===== src/rtl/mdu_iterative.sv =====
// Iterative multiply/divide unit with HI/LO registers: one bit per cycle, fixed WIDTH+1 cycle latency.
// Optional MADD/MSUB accumulation enabled by defining MDU_MADD_EN.
module mdu_iterative #(
  parameter int WIDTH = 32
) (
  input  logic             clk,
  input  logic             reset,
  input  logic             start,
  input  logic [2:0]       op,
  input  logic [WIDTH-1:0] in_a,
  input  logic [WIDTH-1:0] in_b,
  input  logic             flush,
  output logic             busy,
  output logic             done,
  output logic [WIDTH-1:0] hi,
  output logic [WIDTH-1:0] lo
);

  localparam int CW = $clog2(WIDTH) + 1;
  localparam logic [CW-1:0] CNT_LAST = CW'(WIDTH - 1);

  localparam logic [2:0] OP_MULT  = 3'b000;
  localparam logic [2:0] OP_MULTU = 3'b001;
  localparam logic [2:0] OP_DIV   = 3'b010;
  localparam logic [2:0] OP_DIVU  = 3'b011;
  localparam logic [2:0] OP_MTHI  = 3'b100;
  localparam logic [2:0] OP_MTLO  = 3'b101;
  localparam logic [2:0] OP_MADD  = 3'b110;
  localparam logic [2:0] OP_MSUB  = 3'b111;

  typedef enum logic [1:0] {S_IDLE = 2'd0, S_CALC = 2'd1, S_FIX = 2'd2} state_t;

  state_t               state_r, state_nxt_s;
  logic [CW-1:0]        cnt_r;
  logic [2*WIDTH-1:0]   acc_r;
  logic [WIDTH-1:0]     opnd_r;
  logic                 div_r, neg_q_r, neg_rem_r;
`ifdef MDU_MADD_EN
  logic                 madd_r, msub_r;
`endif

  logic                 accept_s, mthi_s, mtlo_s, calc_s, fix_s;
  logic                 md_op_s, signed_op_s, div_op_s, sa_s, sb_s, neg_q_s;
  logic [WIDTH-1:0]     mag_a_s, mag_b_s;
  logic [WIDTH:0]       mul_sum_s, div_shift_s, div_diff_s;
  logic [2*WIDTH-1:0]   step_s, prod_fix_s;
  logic [WIDTH-1:0]     quo_fix_s, rem_fix_s;

  // Operation decode and operand magnitude/sign extraction
  always_comb begin
    md_op_s     = 1'b0;
    signed_op_s = 1'b0;
    div_op_s    = 1'b0;
    case (op)
      OP_MULT:  begin md_op_s = 1'b1; signed_op_s = 1'b1; end
      OP_MULTU: begin md_op_s = 1'b1; end
      OP_DIV:   begin md_op_s = 1'b1; signed_op_s = 1'b1; div_op_s = 1'b1; end
      OP_DIVU:  begin md_op_s = 1'b1; div_op_s = 1'b1; end
`ifdef MDU_MADD_EN
      OP_MADD, OP_MSUB: begin md_op_s = 1'b1; signed_op_s = 1'b1; end
`endif
      default:  begin md_op_s = 1'b0; end
    endcase
    sa_s    = signed_op_s & in_a[WIDTH-1];
    sb_s    = signed_op_s & in_b[WIDTH-1];
    mag_a_s = sa_s ? -in_a : in_a;
    mag_b_s = sb_s ? -in_b : in_b;
    // A zero divisor leaves the all-ones quotient uncorrected
    neg_q_s = (sa_s ^ sb_s) & ~(div_op_s & (in_b == {WIDTH{1'b0}}));
  end

  // Next-state logic and per-cycle action strobes
  always_comb begin
    state_nxt_s = state_r;
    accept_s    = 1'b0;
    mthi_s      = 1'b0;
    mtlo_s      = 1'b0;
    calc_s      = 1'b0;
    fix_s       = 1'b0;
    if (flush) begin
      state_nxt_s = S_IDLE;
    end else begin
      case (state_r)
        S_IDLE: begin
          if (start && md_op_s) begin
            accept_s    = 1'b1;
            state_nxt_s = S_CALC;
          end else if (start && (op == OP_MTHI)) begin
            mthi_s = 1'b1;
          end else if (start && (op == OP_MTLO)) begin
            mtlo_s = 1'b1;
          end else begin
            state_nxt_s = S_IDLE;
          end
        end
        S_CALC: begin
          calc_s = 1'b1;
          if (cnt_r == CNT_LAST) begin
            state_nxt_s = S_FIX;
          end else begin
            state_nxt_s = S_CALC;
          end
        end
        S_FIX: begin
          fix_s       = 1'b1;
          state_nxt_s = S_IDLE;
        end
        default: state_nxt_s = S_IDLE;
      endcase
    end
  end

  // One iteration of shift-add multiply or restoring divide, plus final sign correction
  always_comb begin
    mul_sum_s   = {1'b0, acc_r[2*WIDTH-1:WIDTH]} + {1'b0, (acc_r[0] ? opnd_r : {WIDTH{1'b0}})};
    div_shift_s = acc_r[2*WIDTH-1:WIDTH-1];
    div_diff_s  = div_shift_s - {1'b0, opnd_r};
    if (!div_r) begin
      step_s = {mul_sum_s, acc_r[WIDTH-1:1]};
    end else if (!div_diff_s[WIDTH]) begin
      step_s = {div_diff_s[WIDTH-1:0], acc_r[WIDTH-2:0], 1'b1};
    end else begin
      step_s = {div_shift_s[WIDTH-1:0], acc_r[WIDTH-2:0], 1'b0};
    end
    prod_fix_s = neg_q_r ? -acc_r : acc_r;
    quo_fix_s  = neg_q_r ? -acc_r[WIDTH-1:0] : acc_r[WIDTH-1:0];
    rem_fix_s  = neg_rem_r ? -acc_r[2*WIDTH-1:WIDTH] : acc_r[2*WIDTH-1:WIDTH];
  end

  // State register
  always_ff @(posedge clk) begin
    if (reset) begin
      state_r <= S_IDLE;
    end else begin
      state_r <= state_nxt_s;
    end
  end

  // Datapath, counter and HI/LO registers
  always_ff @(posedge clk) begin
    if (reset) begin
      cnt_r     <= {CW{1'b0}};
      acc_r     <= {(2*WIDTH){1'b0}};
      opnd_r    <= {WIDTH{1'b0}};
      div_r     <= 1'b0;
      neg_q_r   <= 1'b0;
      neg_rem_r <= 1'b0;
`ifdef MDU_MADD_EN
      madd_r    <= 1'b0;
      msub_r    <= 1'b0;
`endif
      hi        <= {WIDTH{1'b0}};
      lo        <= {WIDTH{1'b0}};
      busy      <= 1'b0;
      done      <= 1'b0;
    end else begin
      busy <= (state_nxt_s == S_CALC) || (state_nxt_s == S_FIX);
      done <= fix_s;
      if (accept_s) begin
        cnt_r     <= {CW{1'b0}};
        acc_r     <= {{WIDTH{1'b0}}, mag_a_s};
        opnd_r    <= mag_b_s;
        div_r     <= div_op_s;
        neg_q_r   <= neg_q_s;
        neg_rem_r <= div_op_s & sa_s;
`ifdef MDU_MADD_EN
        madd_r    <= (op == OP_MADD);
        msub_r    <= (op == OP_MSUB);
`endif
      end
      if (calc_s) begin
        cnt_r <= cnt_r + CW'(1);
        acc_r <= step_s;
      end
      if (mthi_s) hi <= in_a;
      if (mtlo_s) lo <= in_a;
      if (fix_s) begin
        if (div_r) begin
          hi <= rem_fix_s;
          lo <= quo_fix_s;
`ifdef MDU_MADD_EN
        end else if (madd_r) begin
          {hi, lo} <= {hi, lo} + prod_fix_s;
        end else if (msub_r) begin
          {hi, lo} <= {hi, lo} - prod_fix_s;
`endif
        end else begin
          {hi, lo} <= prod_fix_s;
        end
      end
    end
  end

endmodule


===== config.mk =====
export PLATFORM = sky130hd
export DESIGN_NAME = mdu_iterative
export DESIGN_NICKNAME = d
export VERILOG_FILES = /design/src/rtl/mdu_iterative.sv
export SDC_FILE = /design/constraint.sdc
export NUM_CORES = 1
export LEC_CHECK = 0
export CORE_MARGIN = 1.5
export CORE_UTILIZATION = 55
export CTS_BUF_LIST = sky130_fd_sc_hd__clkbuf_4 sky130_fd_sc_hd__clkbuf_8
export DETAILED_ROUTE_END_ITERATION = 10
export HOLD_SLACK_MARGIN = 0.1
export PLACE_DENSITY = 0.77
export SLEW_MARGIN = 0
export SYNTH_ARGS = -nofsm -noshare
export SYNTH_HDL_FRONTEND = slang
export SYNTH_SLANG_ARGS = --single-unit

===== constraint.sdc =====
create_clock -name clk -period 4.01 [get_ports clk]
set_input_delay 0.802 -clock clk [delete_from_list [all_inputs] [get_ports clk]]
set_output_delay 0.802 -clock clk [all_outputs]
set_load 0.02 [all_outputs]

==> impl_metrics.env <==
export IMPL_hold_path_class="reg -> reg"
export IMPL_postCtsHoldBufs=0
export IMPL_overflow=0
export IMPL_critPathRequiredTime_ns=4.37
export IMPL_cts_resized=0
export IMPL_total_leakage_power_nw=6.54
export IMPL_die_w_um=164
export IMPL_fin_nets=2099
export IMPL_num_vias=14498
export IMPL_syn_cell_area_sq_mm=0.0142
export IMPL_final_min_clock_period_ns=3.58
export IMPL_post_cts_buffers=0
export IMPL_grt_max_degree=87
export IMPL_critical_path_slowest_cell="dfxtp_1"
export IMPL_n_fill_cell=2261
export IMPL_synth_nets=1998
export IMPL_setup_slack_ns=0.428
export IMPL_num_rows=58
export IMPL_gp_congestion=0.972
export IMPL_track_usage=0.340
export IMPL_root_buffer="clkbuf_8"
export IMPL_pwr_share_seq=0.449
export IMPL_yosysUniqueCellTypes=85
export IMPL_skew_ns=0.0190
export IMPL_grt_pass1_vias=13499
export IMPL_hold_viol=0
export IMPL_grt_setup_unrepaired="false"
export IMPL_path_clk_slew_ns=0.11
export IMPL_ys_seq_area_frac=0.244
export IMPL_drcViolationCount=0
export IMPL_cp_num_buf_inv=2
export IMPL_clkPwrFrac=0.313
export IMPL_cp_top_family="compound AO/OA/AOI/OAI gates"
export IMPL_slew_viol_final=0
export IMPL_postLayoutCoreUtil=0.651
export IMPL_grt_pass1_wl_um=71700
export IMPL_ys_ff_latch=173
export IMPL_die_area_sq_mm=0.0267
export IMPL_path_max_fanout=15
export IMPL_async_reset_ff_frac=0
export IMPL_syn_inst=1856
export IMPL_dieHeight_um=164
export IMPL_crit_path_start_kind="register"
export IMPL_p_per_area_mw_per_mm2=246
export IMPL_fin_cells=2300
export IMPL_crit_arrival_ns=3.94
export IMPL_tightest_slew_ns=1.13
export IMPL_p_total_mw=4.05
export IMPL_comb_power_share=0.238
export IMPL_diodes=0
export IMPL_synth_ff_type="dfxtp_1"
export IMPL_dp_slack_ns=0.169
export IMPL_start_util=0.561
export IMPL_worstSetupPathType="reg -> reg"
export IMPL_ant_nets=0
export IMPL_drt_wl_total_um=45800
export IMPL_outcome="completed"
export IMPL_core_area_sq_mm=0.0253
export IMPL_critPathCaptureType="register"
export IMPL_timing_final_crit_share=0.893
export IMPL_drt_wirelength_per_cell_um=19.9
export IMPL_ir_drop_v=0.000205
export IMPL_antenna_found_initial=0
export IMPL_first_pass_iters=5
export IMPL_synth_edf_count=0
export IMPL_max_freq_mhz=279
export IMPL_vias_per_cell=6.30
export IMPL_tns_ns=0
export IMPL_cts_sinks=173
export IMPL_seqCellArea_sq_mm=0.00346
export IMPL_finalSetupViolations=0
export IMPL_p_sw_frac=0.350
export IMPL_dp_cells=2268
export IMPL_layout_drive_gt1_share=0.0736
export IMPL_avgSynthCellArea_sq_um=7.64
export IMPL_slowest_delay_ns=0.50
export IMPL_cts_inserted_buffers=17
export IMPL_ys_warn_count=0
export IMPL_clk_path_buf_depth=2
export IMPL_relSlewSlack=0.246
export IMPL_hpwl_um=34300
export IMPL_h_tree_depth=4
export IMPL_clk_insertion_delay_late_ns=0.48
export IMPL_drt_initial_drc_count=1094
export IMPL_portBuffers=136
export IMPL_internal_power_mw=2.63
export IMPL_area_delta_synth_final_pct=16.1
export IMPL_maxCapViolations=0
export IMPL_multi_input_area_sq_mm=0.0100
export IMPL_io_pins=137
export IMPL_crit_chain="inv_1, fa_1, nor2b_1, o31a_1, o21ai_1, o311ai_2, a211oi_1, nor4_4, buf_4, nand2_1, a311oi_1"
export IMPL_cts_tree="built"
export IMPL_switchingPower_mw=1.42
==> cells in the mapped netlist (8+ instances only) <==
library cell	number	area, sq um
a211oi_1	135	1010
o21a_1	8	60.1
o21ai_1	13	65.1
or2_2	11	68.8
nor3_1	40	200
nor2_1	245	920
o41ai_1	8	70.1
inv_1	67	251
nor2b_1	13	81.3
clkbuf_1	97	364
xor2_1	67	587
a21o_1	35	263
or4_1	9	67.6
nand4_1	14	87.6
a31oi_1	16	100
buf_1	10	37.5
or3_1	22	138
o31ai_1	29	218
nor4_1	12	75.1
mux2i_1	101	1010
a21oi_1	135	676
ha_1	69	863
o21ai_0	86	430
buf_2	9	45.0
a22oi_1	15	113
xnor2_1	96	841
a311oi_1	11	96.3
nand2b_1	15	93.8
dfxtp_1	173	3460
nand2_1	128	480
nand3_1	32	160
==> per-stage QoR <==
step	cell area [sq um]	hold WS, ns
detailed placement	16100	0.457
floorplan	14200	0.432
global route	16400	0.510
global placement	16100	0.444
finish	16400	0.471
CTS	16400	0.471
==> tightest hold or removal path, cell delays in order, from the launching register on <==
cell and delay (ns):
dfxtp_1 0.33, nand2_1 0.06, a21oi_1 0.05
==> per-layer routing <==
layer / share of wire / global-route usage
met1: 0.43 / 0.431
met2: 0.47 / 0.569
met3: 0.062 / 0.0348
met4: 0.046 / 0.174
met5: 0 / 0
==> cell families (layout without fill, tap and decap cells) <==
family	after synthesis	after routing	synth area share
AO/OA/AOI/OAI	565	565	0.265
XOR/XNOR	163	163	0.101
adder cells (fa/ha/maj)	71	71	0.0637
buffers and inverters	187	301	0.0515
flip-flops	173	173	0.244
multiplexers	105	105	0.0745
AND/OR/NAND/NOR	592	592	0.200
==> cell type report <==
class / count / area share
Multi-Input combinational cell: 1496 / 0.609
Sequential cell: 173 / 0.211
Timing Repair Buffer: 202 / 0.117
Tap cell: 330 / 0.0251
Inverter: 67 / 0.0153
Clock buffer: 17 / 0.0142
Clock inverter: 15 / 0.00920
==> state kept, by name, indices dropped and copies added, names as in the netlist <==
name       flops
acc_r         64
busy           1
cnt_r          6
div_r          1
done           1
hi            32
lo            32
neg_q_r        1
neg_rem_r      1
opnd_r        32
state_r        2
==> path summary, 6_finish.rpt <==
path,start,end,slack (ns),cells after the start
setup / recovery,acc_r[32],acc_r[0],0.43,11
hold / removal,opnd_r[31],opnd_r[31],0.47,2
setup reg to reg,acc_r[32],acc_r[0],0.43,11
hold reg to reg,opnd_r[31],opnd_r[31],0.47,2
==> cells in the final DEF (no fill, tap or decap), types with 9 or more instances in the layout <==
master,instances
a211oi_1,135
a311oi_1,11
o21ai_1,13
a31oi_1,16
or2_2,11
or4_1,9
o21ai_0,86
mux2i_1,101
a21oi_1,135
inv_1,67
dfxtp_1,172
xor2_1,67
or3_1,22
clkbuf_8,17
clkdlybuf4s50_1,135
o31ai_1,29
nand4_1,14
nor2_1,244
a22oi_1,15
nor3_1,39
nand2b_1,14
nand3_1,32
nor2b_1,13
a21o_1,35
nor4_1,12
nand2_1,127
xnor2_1,96
buf_4,62
ha_1,69
==> power groups by stage <==
stage | clock network (mW) | registers [mW] | logic (mW)
finish | 1.26 | 1.82 | 0.963
floorplan | 0 | 1.84 | 0.610
global route | 1.33 | 1.82 | 1.04
global placement | 0 | 1.85 | 0.934
detailed placement | 0 | 1.86 | 0.946
CTS | 1.27 | 1.82 | 0.951
Power figures use the tool's default switching activity.
